<file path="src/rtl/link_word_packer.sv">
// Packs RATIO narrow link words (IN_W bits) into one wide word with valid/ready on both sides.
// Optional per-lane even parity output is enabled with `define PACK_LANE_PARITY_EN.
module link_word_packer #(
    parameter int IN_W      = 8,
    parameter int RATIO     = 4,
    parameter bit LSB_FIRST = 1'b1,
    localparam int OUT_W    = IN_W * RATIO,
    localparam int LW       = $clog2(RATIO)
) (
    input  logic             div_8_clk,
    input  logic             rst,
    input  logic             in_valid,
    output logic             in_ready,
    input  logic [IN_W-1:0]  in_data,
    input  logic             in_last,
    output logic             out_valid,
    input  logic             out_ready,
    output logic [OUT_W-1:0] out_data,
    output logic [RATIO-1:0] out_keep,
`ifdef PACK_LANE_PARITY_EN
    output logic [RATIO-1:0] out_par,
`endif
    output logic             out_last
);

    logic             r_run;
    logic [OUT_W-1:0] r_acc;
    logic [RATIO-1:0] r_acc_keep;
    logic [LW-1:0]    r_lane_idx;

    logic             r_out_valid;
    logic [OUT_W-1:0] r_out_data;
    logic [RATIO-1:0] r_out_keep;
    logic             r_out_last;

    logic             w_accept;
    logic             w_complete;
    logic [LW-1:0]    w_lane_pos;
    logic [OUT_W-1:0] w_acc_merged;
    logic [RATIO-1:0] w_keep_merged;

    // r_run keeps in_ready low while reset is held and lifts it on the first edge after release.
    assign in_ready   = r_run && (!r_out_valid || out_ready);
    assign w_accept   = in_valid && in_ready;
    assign w_lane_pos = LSB_FIRST ? r_lane_idx : (LW'(RATIO - 1) - r_lane_idx);
    assign w_complete = w_accept && (in_last || (r_lane_idx == LW'(RATIO - 1)));

    always_comb begin
        w_acc_merged  = r_acc;
        w_keep_merged = r_acc_keep;
        w_acc_merged[w_lane_pos*IN_W +: IN_W] = in_data;
        w_keep_merged[w_lane_pos]             = 1'b1;
    end

    always_ff @(posedge div_8_clk or posedge rst) begin
        if (rst) begin
            r_run       <= 1'b0;
            r_acc       <= '0;
            r_acc_keep  <= '0;
            r_lane_idx  <= '0;
            r_out_valid <= 1'b0;
            r_out_data  <= '0;
            r_out_keep  <= '0;
            r_out_last  <= 1'b0;
        end else begin
            r_run <= 1'b1;
            if (w_complete) begin
                r_out_valid <= 1'b1;
                r_out_data  <= w_acc_merged;
                r_out_keep  <= w_keep_merged;
                r_out_last  <= in_last;
                r_acc       <= '0;
                r_acc_keep  <= '0;
                r_lane_idx  <= '0;
            end else begin
                if (out_ready) begin
                    r_out_valid <= 1'b0;
                end
                if (w_accept) begin
                    r_acc      <= w_acc_merged;
                    r_acc_keep <= w_keep_merged;
                    r_lane_idx <= r_lane_idx + LW'(1);
                end
            end
        end
    end

    assign out_valid = r_out_valid;
    assign out_data  = r_out_data;
    assign out_keep  = r_out_keep;
    assign out_last  = r_out_last;

`ifdef PACK_LANE_PARITY_EN
    logic [RATIO-1:0] w_par_next;
    logic [RATIO-1:0] r_out_par;

    // Unfilled lanes are zero in the merged word, so their parity is 0 without masking.
    always_comb begin
        w_par_next = '0;
        for (int i = 0; i < RATIO; i++) begin
            w_par_next[i] = ^w_acc_merged[i*IN_W +: IN_W];
        end
    end

    always_ff @(posedge div_8_clk or posedge rst) begin
        if (rst) begin
            r_out_par <= '0;
        end else if (w_complete) begin
            r_out_par <= w_par_next;
        end
    end

    assign out_par = r_out_par;
`endif

endmodule

</file>
<file path="config.mk">
export PLATFORM = sky130hd
export DESIGN_NAME = link_word_packer
export DESIGN_NICKNAME = d
export VERILOG_FILES = /design/src/rtl/link_word_packer.sv
export SDC_FILE = /design/constraint.sdc
export NUM_CORES = 1
export LEC_CHECK = 0
export CAP_MARGIN = 20
export CORE_MARGIN = 8
export CORE_UTILIZATION = 48
export CTS_CLUSTER_SIZE = 8
export DETAILED_ROUTE_END_ITERATION = 10
export PLACE_DENSITY = 0.74
export SLEW_MARGIN = 25
export SYNTH_ARGS = -nofsm -noshare
export SYNTH_HDL_FRONTEND = slang
export SYNTH_SLANG_ARGS = --single-unit
</file>
<file path="constraint.sdc">
create_clock -name div_8_clk -period 2.9 [get_ports div_8_clk]
set_clock_uncertainty 0.2 [all_clocks]
set_input_delay 0.58 -clock div_8_clk [delete_from_list [all_inputs] [get_ports div_8_clk]]
set_output_delay 0.58 -clock div_8_clk [all_outputs]
set_load 0.03 [all_outputs]
</file>
==> results.toml <==
[run_status]
status = "completed"

[synth]
synth_cell_types = 39
async_flop_share_pct = 100
synth_top_area_share_pct = 52.8
netlist_instances = 338
synthFlopType = "dfrtp_1"
syn_area_sq_mm = 0.00365
syn_nets = 359
ys_seq_area_share_pct = 52.8
yosysWarningCount = 0
ys_ff_latch = 77
synth_area_leaders = "dfrtp_1 (53%), a31oi_1 (6.9%), a32o_1 (6.9%)"
yosysTopAreaCell = "dfrtp_1"
avgSynthCellArea_sq_um = 10.8
synth_edf_count = 0

[job]
maxCapViolations = 0

[placement]
port_buffers = 51
placed_area_sq_mm = 0.00424
gp_congestion = 0.773
dp_hpwl_mm = 5.67

[timing]
setup_tns_ps = 0
setup_viol = 0
post-route-period-util_pct = 85.6
fin_hold_ws_ps = 286
rsz0062_at_grt = "false"
maxSlewHeadroom_pct = 37.7
layout_min_cycle_time_ps = 2480
hold_viol_final = 0
finalMaxSlewViolations = 0
max_slew.worst_pin.slew_ps = 932
fmax_mhz = 403

[floorplanning]
die_w_um = 103
rows = 31
initial_core_util_pct = 50.0
pin_count = 52
dieArea_sq_mm = 0.0106
die_h_um = 103
core_sq_mm = 0.00729

[finish]
final_util_pct = 61.1
final_cell_area_sq_mm = 0.00445
fillers = 630
final_nets = 398
diodes = 0
drive_above_1_share_pct = 11.3
area_growth_pct = 22.1

[global_route]
track_usage_pct = 17.7
grt_pass1_vias = 2880
grt_overflow = 0
grt_max_degree = 78
grt_pass1_wl_mm = 14.6
antenna_found_initial = 0

[route]
drc = 0
routed_via_density = 5.89
wl_per_cell_um = 18.0
ant_nets = 0
vias = 2827
routed_wl_mm = 8.66
drtPass1Iterations = 4
drt_iter0_markers = 178

[power]
leakage_nw = 1.87
power_mw = 3.22
ir_worst_vdd_mv = 0.333
p_per_area_mw_per_mm2 = 724

[setup_path]
crit_path_end_kind = "register"
critPathArrivalTime_ps = 2570
critPathLaunchType = "register"
crit_required_ps = 2990
cp_max_fo = 25
criticalPathCategory = "register to register"

[clock_network]
clk_latency_ps = 360
postCtsSetupBuffers = 0
numCtsBuffers = 9
ctsHoldBuffers = 0
cts_tree = "built"
clk_pin_slew_ps = 70
cts-resized-gates = 0
cts.htree.levels = 3
root_buffer = "clkbuf_8"
cts.path.max_buffers = 2
cts.sinks = 77

[hold_path]
hold_path.class = "register to register"
-- through the flow --
stage          instances  worst slack (ps)
6_report             480               417
5_1_grt              480               304
4_1_cts              480               428
3_5_place_dp         465               202
3_3_place_gp         465               291
2_1_floorplan        338               153
-- critical path: stages, from the launching register on --
cell     delay, ps
dfrtp_1        500
ha_1           310
or2_1          350
nor3_4         750
a32o_1         290
-- report_power, final --
group | internal, mW | switching (mW)
Combinational | 0.405 | 0.615
Sequential | 1.23 | 0.0912
Clock | 0.499 | 0.388
Total | 2.13 | 1.09
-- cells in the final DEF, fill, tap and decap left out, drive strengths merged, types with 8 or more instances in the layout --
| cell | instances |
|---|---|
| ha | 8 |
| clkbuf | 10 |
| nor2b | 27 |
| a31oi | 40 |
| a32o | 25 |
| buf | 15 |
| a21oi | 48 |
| dfrtp | 77 |
| clkdlybuf4s50 | 50 |
| nor2 | 9 |
| a22o | 8 |
| inv | 9 |
-- final timing paths --
kind / start / end / slack, ps / cells after the start
max: r_lane_idx[0]$_DFFE_PP0P_ / r_acc[25]$_DFFE_PP0P_ / 420 / 4
min: r_acc[13]$_DFFE_PP0P_ / r_acc[13]$_DFFE_PP0P_ / 290 / 1
max reg2reg: r_lane_idx[0]$_DFFE_PP0P_ / r_acc[25]$_DFFE_PP0P_ / 420 / 4
min reg2reg: r_acc[13]$_DFFE_PP0P_ / r_acc[13]$_DFFE_PP0P_ / 290 / 1
max in group asynchronous: rst / out_data[24]$_DFFE_PP0P_ / 1750 / 3
min in group asynchronous: rst / out_keep[3]$_DFFE_PP0P_ / 420 / 3
-- logic make-up after synthesis --
kind of cell	count (synthesis)	share of synthesized area, %
muxes	7	2.16
AOI/OAI and AO/OA	134	24.7
and+or+nand+nor	65	11.7
other	1	0.103
adders and majority gates	8	2.74
buffers and inverters	46	5.69
DFF	77	52.8
-- state kept, by name (all words and copies together), names as in the netlist --
name and flops:
out_valid 1, out_keep 4, r_lane_idx 2, r_run 1, r_acc 32, out_data 32
r_acc_keep 4, out_last 1
-- layer usage --
metal | track usage, % | routed length (um)
met2 | 28.2 | 4170
met1 | 23.5 | 4050
met4 | 7.34 | 81
met5 | 0 | 0
met3 | 3.08 | 364
-- final cells by class --
cell class	count	area, sq um	area share (%)
sequential	77	1930	43.3
multi-input combinational	215	1520	34.1
timing repair buffer	65	638	14.3
clock buffer	10	138	3.09
tap	99	124	2.78
clock inverter	5	75.1	1.69
inverter	9	33.8	0.759
-- cells in the mapped netlist (5+ instances only) --
master     n
a32o_1    25
nand3_1    5
o22ai_1    6
nand2_1    5
ha_1       8
a22o_1     8
nor2_1     9
a31oi_1   40
dfrtp_1   77
inv_1      9
clkbuf_1  13
a21oi_1   48
nor2b_1   27
mux2_2     7
buf_2     17
(Power assumes the default switching activity.)
